$ cat config.mk
export PLATFORM = sky130hd
export DESIGN_NAME = four_input_aoi_gate
export DESIGN_NICKNAME = d
export VERILOG_FILES = /design/src/rtl/four_input_aoi_gate_pkg.sv /design/src/rtl/four_input_aoi_gate_sync_chain.sv /design/src/rtl/four_input_aoi_gate.sv
export SDC_FILE = /design/constraint.sdc
export NUM_CORES = 1
export LEC_CHECK = 0
export BUFFER_PORTS_ARGS = -buffer_cell sky130_fd_sc_hd__buf_2
export CORE_AREA = 2 2 39 41
export CTS_BUF_LIST = sky130_fd_sc_hd__clkbuf_16
export DETAILED_ROUTE_END_ITERATION = 12
export DIE_AREA = 0 0 41 43
export GPL_TIMING_DRIVEN = 0
export HOLD_SLACK_MARGIN = 0.03
export PLACE_DENSITY_LB_ADDON = 0.2
export SETUP_SLACK_MARGIN = 0.3
export SLEW_MARGIN = 20
export SYNTH_ARGS = -nofsm -noshare
export SYNTH_HDL_FRONTEND = slang
export SYNTH_SLANG_ARGS = --single-unit
$ cat constraint.sdc
create_clock -name clk -period 1.4 [get_ports clk]
set_clock_uncertainty 0.1 [all_clocks]
set_input_delay 0.28 -clock clk [delete_from_list [all_inputs] [get_ports clk]]
set_output_delay 0.28 -clock clk [all_outputs]
set_load 0.05 [all_outputs]
$ cat src/rtl/four_input_aoi_gate_pkg.sv
// rtl/four_input_aoi_gate_pkg.sv - shared constants and helpers for the AOI block
`timescale 1ns/1ps
package four_input_aoi_gate_pkg;

   localparam int SYNC_STAGES_DEFAULT = 2;
   localparam int SYNC_STAGES_MIN     = 1;
   localparam int SYNC_STAGES_MAX     = 4;

   // Counter must be able to hold SYNC_STAGES+1 (the saturation value)
   function automatic int valid_cnt_width(input int stages);
      return $clog2(stages + 2);
   endfunction

endpackage

$ cat src/rtl/four_input_aoi_gate_sync_chain.sv
// rtl/four_input_aoi_gate_sync_chain.sv - multi-bit flop-chain synchronizer with async clear
`timescale 1ns/1ps
module four_input_aoi_gate_sync_chain #(
   parameter int WIDTH  = 1,
   parameter int STAGES = 2
) (
   input  logic             clk,
   input  logic             rst_n,
   input  logic [WIDTH-1:0] i_data,
   output logic [WIDTH-1:0] o_data
);

   logic [WIDTH-1:0] r_stage [STAGES];

   // Shift the sampled input one stage per clock; every stage clears on reset
   always_ff @(posedge clk or negedge rst_n) begin
      if (!rst_n) begin
         for (int s = 0; s < STAGES; s++) begin
            r_stage[s] <= '0;
         end
      end else begin
         r_stage[0] <= i_data;
         for (int s = 1; s < STAGES; s++) begin
            r_stage[s] <= r_stage[s-1];
         end
      end
   end

   assign o_data = r_stage[STAGES-1];

endmodule

$ cat src/rtl/four_input_aoi_gate.sv
// rtl/four_input_aoi_gate.sv - registered per-lane AND-OR-INVERT with synchronized inputs
`timescale 1ns/1ps
module four_input_aoi_gate
   import four_input_aoi_gate_pkg::*;
#(
   parameter int WIDTH       = 1,
   parameter int SYNC_STAGES = SYNC_STAGES_DEFAULT
) (
   input  logic             clk,
   input  logic             rst_n,
   input  logic [WIDTH-1:0] a,
   input  logic [WIDTH-1:0] b,
   input  logic [WIDTH-1:0] c,
   input  logic [WIDTH-1:0] d,
   output logic [WIDTH-1:0] e,
   output logic [WIDTH-1:0] f,
   output logic [WIDTH-1:0] g,
   output logic             out_valid
);

   localparam int                CNT_W   = valid_cnt_width(SYNC_STAGES);
   localparam logic [CNT_W-1:0]  CNT_MAX = CNT_W'(SYNC_STAGES + 1);
   localparam logic [CNT_W-1:0]  CNT_HI  = CNT_W'(SYNC_STAGES);

   generate
      if (SYNC_STAGES < SYNC_STAGES_MIN || SYNC_STAGES > SYNC_STAGES_MAX) begin : g_bad_sync_stages
         $error("four_input_aoi_gate: SYNC_STAGES must be within 1..4");
      end
   endgenerate

   logic [WIDTH-1:0] w_a_sync;
   logic [WIDTH-1:0] w_b_sync;
   logic [WIDTH-1:0] w_c_sync;
   logic [WIDTH-1:0] w_d_sync;
   logic [WIDTH-1:0] w_e;
   logic [WIDTH-1:0] w_f;

   logic [WIDTH-1:0] r_e;
   logic [WIDTH-1:0] r_f;
   logic [WIDTH-1:0] r_g;
   logic [CNT_W-1:0] r_cnt;
   logic             r_out_valid;

   four_input_aoi_gate_sync_chain #(.WIDTH(WIDTH), .STAGES(SYNC_STAGES)) u_sync_a (
      .clk(clk), .rst_n(rst_n), .i_data(a), .o_data(w_a_sync)
   );
   four_input_aoi_gate_sync_chain #(.WIDTH(WIDTH), .STAGES(SYNC_STAGES)) u_sync_b (
      .clk(clk), .rst_n(rst_n), .i_data(b), .o_data(w_b_sync)
   );
   four_input_aoi_gate_sync_chain #(.WIDTH(WIDTH), .STAGES(SYNC_STAGES)) u_sync_c (
      .clk(clk), .rst_n(rst_n), .i_data(c), .o_data(w_c_sync)
   );
   four_input_aoi_gate_sync_chain #(.WIDTH(WIDTH), .STAGES(SYNC_STAGES)) u_sync_d (
      .clk(clk), .rst_n(rst_n), .i_data(d), .o_data(w_d_sync)
   );

   assign w_e = w_a_sync & w_b_sync;
   assign w_f = w_c_sync & w_d_sync;

   // Capture e/f/g together from one synchronized input set so g == ~(e|f) always holds
   always_ff @(posedge clk or negedge rst_n) begin
      if (!rst_n) begin
         r_e <= '0;
         r_f <= '0;
         r_g <= '1;
      end else begin
         r_e <= w_e;
         r_f <= w_f;
         r_g <= ~(w_e | w_f);
      end
   end

   // Count edges after release; valid rises on the edge that first delivers sampled data
   always_ff @(posedge clk or negedge rst_n) begin
      if (!rst_n) begin
         r_cnt       <= '0;
         r_out_valid <= 1'b0;
      end else begin
         if (r_cnt != CNT_MAX) begin
            r_cnt <= r_cnt + CNT_W'(1);
         end
         r_out_valid <= (r_cnt >= CNT_HI);
      end
   end

   assign e         = r_e;
   assign f         = r_f;
   assign g         = r_g;
   assign out_valid = r_out_valid;

endmodule

==> tab_implementation.tex, run 1 <==
\begin{tabular}{lr}
\hline
Metric & Value \\
\hline
\multicolumn{2}{l}{\textbf{Cells and area}} \\
Number of inserted filler cells in the final layout & 130 \\
Area taken by multi-input logic gates & 76.3 sq um \\
Number of antenna cells inserted & 0 \\
Layout net count & 47 \\
Post-layout utilization of the core & 44.7\% \\
Area occupied by registers & roughly 350 sq um \\
Proportion of layout cells with a drive suffix above 1 & roughly 45\% \\
Synthesis-to-layout area growth & 42.8\% \\
\multicolumn{2}{l}{\textbf{Route}} \\
Remaining routing DRC violations & 0 \\
Total iterations of the first detailed-routing run & 1 \\
Vias post-DR & 232 \\
1st-iter DRT viols & 0 \\
Detail Route Antenna Nets & 0 \\
Average detailed-routed wire length per instance & 10.8 um \\
Total Routed Length & 583 um \\
Per-cell via count in the routed design & about 4.3 \\
\multicolumn{2}{l}{\textbf{Run}} \\
Max Cap Viol & 0 \\
\multicolumn{2}{l}{\textbf{CTS}} \\
Total CTS buffers & 3 \\
TritonCTS clock tree & yes \\
Bufs on Longest Clock Path & 2 \\
CTS H-Tree Depth & 1 \\
Clock insertion delay at the later pin of the skew report & $\sim$240 ps \\
Setup Buffers After CTS & 0 \\
CTS sink cnt & 14 \\
Library cell used as clock root buffer & clkbuf\_16 \\
Clock-pin slew on the worst setup and hold paths & about 40 ps \\
\multicolumn{2}{l}{\textbf{STA}} \\
Max-slew violations & 0 \\
Remaining max-slew budget at the tightest pin & 80.1\% \\
Fmax & 0.778 GHz \\
Part of the cycle the worst path needs & 91.8\% \\
Final setup slack of the worst path & 114 ps \\
Final-report setup violation count & 0 \\
Tightest Pin Transition & 299 ps \\
Sum Neg Setup Slack & 0 ps \\
Final number of hold-violating endpoints & 0 \\
RSZ-0062 raised after global routing & true \\
Minimum clock period & 1290 ps \\
\multicolumn{2}{l}{\textbf{Critical path}} \\
Arrival time of the worst setup path & 910 ps \\
Family with the most delay on the worst path & flip-flops \\
WP data required & between 1000 and 1500 ps \\
Combined buffer and inverter count along the critical path & 1 \\
Worst path max stage delay & 530 ps \\
Cell with the largest stage delay on the worst path & dfstp\_2 \\
Largest fanout on the critical path & 1 \\
Crit path launch type & flip-flop \\
Kind of end point of the critical path & output pin \\
Worst setup path category & reg2out \\
Critical Path, Cell by Cell & buf\_8 \\
\multicolumn{2}{l}{\textbf{Logic synthesis}} \\
Total of flip-flops plus latches after synthesis & 14 \\
Portion of the post-synthesis area used by sequential elements & 81.2\% \\
Number of cells produced by synthesis & 24 \\
Post-synthesis area per instance & 18.0 sq um \\
Most instantiated flip-flop cell in the synthesis netlist & dfrtp\_1 \\
Nets in the synthesized netlist & 32 \\
Number of warnings reported in the yosys synthesis log & 0 \\
Fraction of registers with async set/reset & 100\% \\
Commonest cells in the netlist & dfrtp\_1, and2\_4, ha\_1, inv\_1 \\
Netlist Area Pre-Place & about 430 sq um \\
Main area contributors after synthesis & dfrtp\_1, dfstp\_2, ha\_1 \\
Most used standard cell by instance count after synthesis & dfrtp\_1 \\
Biggest area consumer among synthesized cells & dfrtp\_1 \\
Share of the synthesized area in the top cell type & between 70\% and 80\% \\
Number of different library cells in the post-synthesis netlist & 9 \\
Number of enable flip-flop cells after synthesis & 0 \\
\multicolumn{2}{l}{\textbf{Pwr}} \\
IR drop worst, VDD & 0.609 mV \\
Leak Pwr & 0.305 nW \\
Power per standard cell area & about 1600 nW/um\^{}2 \\
\multicolumn{2}{l}{\textbf{Status}} \\
Outcome & finished, final reports clean \\
\multicolumn{2}{l}{\textbf{Global route}} \\
Overall fraction of global-route tracks in use & 9.54\% \\
Antenna violations before repair & 0 \\
Aggregate global routing overflow & 0 \\
Global-route wire length before repair & just under 1000 um \\
Pin count of the biggest net entering global routing & 15 \\
Via count of the first global-routing pass & 254 \\
\multicolumn{2}{l}{\textbf{Place}} \\
HPWL after detailed placement & roughly 380 um \\
Final estimated routing congestion in global placement & 0.606 \\
Number of buffer cells added on primary ports & 9 \\
Pre-CTS setup slack & roughly 280 ps \\
\multicolumn{2}{l}{\textbf{Floorplan}} \\
Number of placed I/O pins & 10 \\
DIE AREA & $\sim$1800 sq um \\
DIE WIDTH & 41 um \\
Initial Utilization & 31.3\% \\
Die H & 43 um \\
Core footprint & between 1000 and 1500 sq um \\
Core Rows & 14 \\
\multicolumn{2}{l}{\textbf{Min path}} \\
Min-Delay Path Class & in2reg \\
\hline
\end{tabular}
==> sequential cells by signal, indices dropped and copies added, names as in the netlist <==
name	cells
u_sync_c.o_data	1
e	1
r_cnt	2
f	1
u_sync_a.r_stage	1
g	1
u_sync_a.o_data	1
u_sync_c.r_stage	1
u_sync_d.r_stage	1
out_valid	1
u_sync_b.o_data	1
u_sync_d.o_data	1
u_sync_b.r_stage	1
==> what timing repair did <==
action                                  in CTS  in global routing
pin swaps                                    0                  1
hold buffers                                 1                  0
endpoints found under the setup margin       4                  5
hold endpoints to repair                    13                  0
cloned                                       0                  0
gates resized for setup                      9                  1
==> metal layers <==
metal / up-vias / share of wire, % / GRT usage (%)
li1: 100 / - / -
met1: 119 / 34 / 7.93
met2: 10 / 51 / 13.4
met3: 3 / 9.1 / 4.71
met4: 0 / 5.0 / 12.0
met5: - / 0 / 0
==> power breakdown <==
group	internal, mW	switching, mW	leakage [nW]	total (mW)
clock	0.376	0.150	0.0423	0.526
sequential	0.425	0.00566	0.156	0.430
combinational	0.0229	0.0316	0.107	0.0545
total	0.823	0.187	0.305	1.01
==> logic make-up after synthesis <==
kind of cell             share of synthesized area, %
AND/OR/NAND/NOR                                  6.94
buffers and inverters                            1.73
flip-flops                                       81.2
XOR/XNOR                                         2.02
multiplexers                                     2.31
adder cells (fa/ha/maj)                          5.78
==> cells in the final DEF, fill, tap and decap left out, types with 2 or more instances in the layout <==
master	n
and2_4	2
inv_1	3
clkbuf_16	3
buf_2	5
buf_6	3
dfrtp_1	13
==> path summary, 6_finish.rpt <==
check | startpoint | endpoint | slack (ps) | cells past startpoint
min reg2reg | u_sync_c.r_stage[1] | u_sync_c.o_data | 250 | 0
min in group asynchronous | rst_n | u_sync_a.o_data | 350 | 2
max reg2reg | r_cnt[0] | r_cnt[1] | 370 | 3
max | g | g | 110 | 1
min | a | u_sync_a.r_stage[1] | 40 | 1
max in group asynchronous | rst_n | g | 560 | 2
==> final cells by class <==
class | instances | area share, %
inverters | 2 | 1.21
repair buffers | 10 | 13.6
clock inverters | 1 | 0.607
flip-flops and latches | 14 | 56.9
multi-input cells | 8 | 12.3
well taps | 16 | 3.24
clock buffers | 3 | 12.1
==> through the flow <==
step           hold slack, ps  cells  cell area (sq um)  power [mW]
5_1_grt                  47.2     54                618        1.04
3_5_place_dp             86.1     49                498       0.480
2_1_floorplan            -116     24                433       0.460
4_1_cts                  37.7     54                616        1.03
3_3_place_gp             74.7     49                498       0.478
6_report                 41.5     54                618        1.01
Note: power is estimated with default switching activity, not from simulation.
==> run 2: changes to the inputs <==
--- a/config.mk
+++ b/config.mk
@@ -6,6 +6,7 @@
 export NUM_CORES = 1
 export LEC_CHECK = 0
 export BUFFER_PORTS_ARGS = -buffer_cell sky130_fd_sc_hd__buf_2
+export CAP_MARGIN = 20
 export CORE_AREA = 2 2 39 41
 export CTS_BUF_LIST = sky130_fd_sc_hd__clkbuf_16
 export DETAILED_ROUTE_END_ITERATION = 12
@@ -17,4 +18,5 @@
 export SLEW_MARGIN = 20
 export SYNTH_ARGS = -nofsm -noshare
 export SYNTH_HDL_FRONTEND = slang
+export SYNTH_HIERARCHICAL = 1
 export SYNTH_SLANG_ARGS = --single-unit
==> tab_implementation.tex, run 2 <==
\begin{tabular}{lr}
\hline
Metric & Value \\
\hline
\multicolumn{2}{l}{\textbf{Cells and area}} \\
Most common library cell in the layout ignoring fill and taps & dfrtp\_1 \\
Number of antenna cells inserted & 0 (unchanged) \\
Layout net count & 47 (unchanged) \\
Non-Filler Instances & 54 (unchanged) \\
Proportion of layout cells with a drive suffix above 1 & 44.7\% (unchanged) \\
Number of inserted filler cells in the final layout & 131 (+0.77\%) \\
Commonest non-fill, non-tap cells in the layout & dfrtp\_1, buf\_2, clkbuf\_16, buf\_6 \\
Top reg by flops & r\_cnt \\
Flip-flop count of the largest register after layout & 2 (unchanged) \\
Synthesis-to-layout area growth & 43.3\% \\
\multicolumn{2}{l}{\textbf{Route}} \\
Vias post-DR & 216 (-6.9\%) \\
Routed wire length on met2 & 232 um (-22\%) \\
1st-iter DRT viols & 0 (unchanged) \\
Wire length on met3 & 31 um (-42\%) \\
Total Routed Length & 458 um (-21\%) \\
Average detailed-routed wire length per instance & 8.48 um (-21\%) \\
Detail Route Antenna Nets & 0 (unchanged) \\
Total iterations of the first detailed-routing run & 1 (unchanged) \\
Top layer reached by signal wires & met3 \\
Remaining routing DRC violations & 0 (unchanged) \\
M1 wire length & 194 um (-3.5\%) \\
Per-cell via count in the routed design & 4.00 (-6.9\%) \\
\multicolumn{2}{l}{\textbf{Critical path}} \\
Worst setup path start & g \\
Worst setup path category & reg2out \\
Cell with the largest stage delay on the worst path & dfstp\_2 \\
Arrival time of the worst setup path & 900 ps (about the same) \\
WP data required & 1020 ps (about the same) \\
Crit path launch type & flip-flop \\
Combined buffer and inverter count along the critical path & 1 (unchanged) \\
Kind of end point of the critical path & output pin \\
Critical Path, Cell by Cell & buf\_8 \\
Worst reg2reg startpoint & r\_cnt[0] \\
Largest fanout on the critical path & 1 (unchanged) \\
Worst path max stage delay & 530 ps (about the same) \\
Family with the most delay on the worst path & flip-flops \\
\multicolumn{2}{l}{\textbf{CTS}} \\
TritonCTS clock tree & yes \\
Library cell used as clock root buffer & clkbuf\_16 \\
Bufs on Longest Clock Path & 2 (unchanged) \\
CTS H-Tree Depth & 1 (unchanged) \\
Clock insertion delay at the later pin of the skew report & 240 ps (about the same) \\
CTS sink cnt & 14 (unchanged) \\
Clock-pin slew on the worst setup and hold paths & 40 ps (about the same) \\
Setup Buffers After CTS & 0 (unchanged) \\
Total CTS buffers & 3 (unchanged) \\
\multicolumn{2}{l}{\textbf{STA}} \\
Sum Neg Setup Slack & 0 ps (unchanged) \\
Tightest Pin Transition & 286 ps (-12.3 ps) \\
RSZ-0062 raised after global routing & true \\
Max-slew violations & 0 (unchanged) \\
Part of the cycle the worst path needs & 91.4\% (-0.43 points) \\
Remaining max-slew budget at the tightest pin & 80.9\% (+0.82 points) \\
Final-report setup violation count & 0 (unchanged) \\
Fmax & 0.781 GHz (+0.47\%) \\
Minimum clock period & 1280 ps (-6.07 ps) \\
Final number of hold-violating endpoints & 0 (unchanged) \\
\multicolumn{2}{l}{\textbf{Pwr}} \\
Internal Dissipation & 0.823 mW (about the same) \\
Fraction of power consumed by combinational cells & 5.4\% (about the same) \\
Clk network pwr share & 51.8\% (-0.2 points) \\
IR drop worst, VDD & 0.686 mV (+13\%) \\
Leak Pwr & 0.293 nW (-3.7\%) \\
Switching Fraction & 18.0\% (-0.58 points) \\
Power per standard cell area & 1640 nW/um\^{}2 (about the same) \\
Total power consumption of the routed design & 1.00 mW (-0.77\%) \\
Relative contribution of sequential cells to total power & 42.9\% (+0.3 points) \\
Reported net switching power & 0.180 mW (-3.9\%) \\
\multicolumn{2}{l}{\textbf{Logic synthesis}} \\
Number of cells produced by synthesis & 24 (unchanged) \\
Main area contributors after synthesis & dfrtp\_1, dfstp\_2, ha\_1 \\
Post-synthesis area per instance & 17.8 sq um (-1.2\%) \\
Commonest cells in the netlist & dfrtp\_1, and2\_4, ha\_1 \\
Number of warnings reported in the yosys synthesis log & 6 (+6) \\
Portion of the post-synthesis area used by sequential elements & 82.2\% (+0.95 points) \\
Number of enable flip-flop cells after synthesis & 0 (unchanged) \\
Most instantiated flip-flop cell in the synthesis netlist & dfrtp\_1 \\
Synthesized-area fraction occupied by adder cells & 5.85\% (+0.068 points) \\
Compound-cell area share of the yosys netlist & 1.17\% (+1.2 points) \\
Total of flip-flops plus latches after synthesis & 14 (unchanged) \\
Xor/xnor cell area share of the yosys netlist & 2.05\% (+0.024 points) \\
Share of the synthesized area in the top cell type & 76.0\% (+0.88 points) \\
Largest family of logic cells by synthesized area & simple AND/OR/NAND/NOR gates \\
Share of synthesized area spent on multiplexers & 0\% (-2.3 points) \\
Fraction of registers with async set/reset & 100\% (unchanged) \\
Netlist Area Pre-Place & 428 sq um (-1.2\%) \\
Biggest area consumer among synthesized cells & dfrtp\_1 \\
Nets in the synthesized netlist & 32 (unchanged) \\
Simple-Gate Fraction of Synth Area & 7.89\% (+0.96 points) \\
Most used standard cell by instance count after synthesis & dfrtp\_1 \\
Number of different library cells in the post-synthesis netlist & 10 (+1) \\
\multicolumn{2}{l}{\textbf{Global route}} \\
Aggregate global routing overflow & 0 (unchanged) \\
Overall fraction of global-route tracks in use & 7.91\% (-1.6 points) \\
Pin count of the biggest net entering global routing & 15 (unchanged) \\
Global-route wire length before repair & 841 um (-13\%) \\
Antenna violations before repair & 0 (unchanged) \\
Via count of the first global-routing pass & 199 (-22\%) \\
\multicolumn{2}{l}{\textbf{Place}} \\
Final estimated routing congestion in global placement & 0.606 (about the same) \\
Post-Place Cells & 49 (unchanged) \\
Number of buffer cells added on primary ports & 9 (unchanged) \\
\multicolumn{2}{l}{\textbf{Floorplan}} \\
Die H & 43 um (unchanged) \\
Number of placed I/O pins & 10 (unchanged) \\
Initial Utilization & 30.9\% (-0.36 points) \\
Core Rows & 14 (unchanged) \\
DIE AREA & 1760 sq um (unchanged) \\
Core footprint & 1380 sq um (unchanged) \\
DIE WIDTH & 41 um (unchanged) \\
\multicolumn{2}{l}{\textbf{Min path}} \\
Startpoint of the worst hold path & b \\
Min-Delay Path Class & in2reg \\
\multicolumn{2}{l}{\textbf{Run}} \\
Max Cap Viol & 0 (unchanged) \\
\multicolumn{2}{l}{\textbf{Status}} \\
Outcome & finished, final reports clean \\
\hline
\end{tabular}
[run 2: cells by family (layout without fill, tap and decap cells)]
family	Yosys count	after routing
xor gates and xnor gates	1	1
AOI/OAI and AO/OA	1	1
buffers and inverters	1	15
and+or+nand+nor	5	5
DFF	14	14
adders and majority gates	2	2
[run 2: area by class of cell]
| cell class | count | area [sq um] | share of cell area (%) |
|---|---|---|---|
| Clock buffer | 3 | 75.1 | 12.2 |
| Clock inverter | 1 | 3.75 | 0.612 |
| Inverter | 1 | 3.75 | 0.612 |
| Timing Repair Buffer | 10 | 83.8 | 13.7 |
| Multi-Input combinational cell | 9 | 75.1 | 12.2 |
| Sequential cell | 14 | 352 | 57.3 |
| Tap cell | 16 | 20.0 | 3.27 |
[run 2: power by group through the flow]
| stage | logic [mW] | clock network [mW] | registers [mW] |
|---|---|---|---|
| after floorplan | 0.00659 | 0 | 0.453 |
| after global placement | 0.0446 | 0 | 0.434 |
| after detailed placement | 0.0450 | 0 | 0.434 |
| after CTS | 0.0552 | 0.533 | 0.430 |
| after global routing | 0.0594 | 0.551 | 0.431 |
| final | 0.0539 | 0.519 | 0.430 |
[run 2: stage by stage]
stage / cell area (sq um) / worst slack [ps] / utilization, % / hold slack, ps
6_report: 613 / 120 / 44.3 / 46.5
5_1_grt: 613 / 102 / 44.3 / 43.3
4_1_cts: 611 / 113 / 44.1 / 42.3
3_5_place_dp: 493 / 282 / 35.6 / 82.1
3_3_place_gp: 493 / 279 / 35.6 / 74.7
2_1_floorplan: 428 / 364 / - / -116
[run 2: metal layers]
metal | vias to the layer above | GRT usage, %
met5 | - | 0
met4 | 0 | 8.00
met3 | 0 | 4.71
met2 | 7 | 8.13
met1 | 108 | 10.4
li1 | 101 | -
[run 2: worst paths after layout]
kind	slack, ps	cells after the start	endpoint
max in group asynchronous	570	2	g
setup / recovery	120	1	g
hold reg to reg	240	0	u_sync_b/o_data
min in group asynchronous	350	2	r_cnt[1]
hold / removal	50	1	u_sync_b/r_stage[1]
setup reg to reg	380	3	r_cnt[1]
[run 2: repair_timing]
action | 4_1_cts | 5_1_grt
hold endpoints to repair | 13 | 0
hold buffers | 1 | 0
resized for setup | 9 | 2
pin swaps | 0 | 0
setup endpoints to repair | 4 | 6
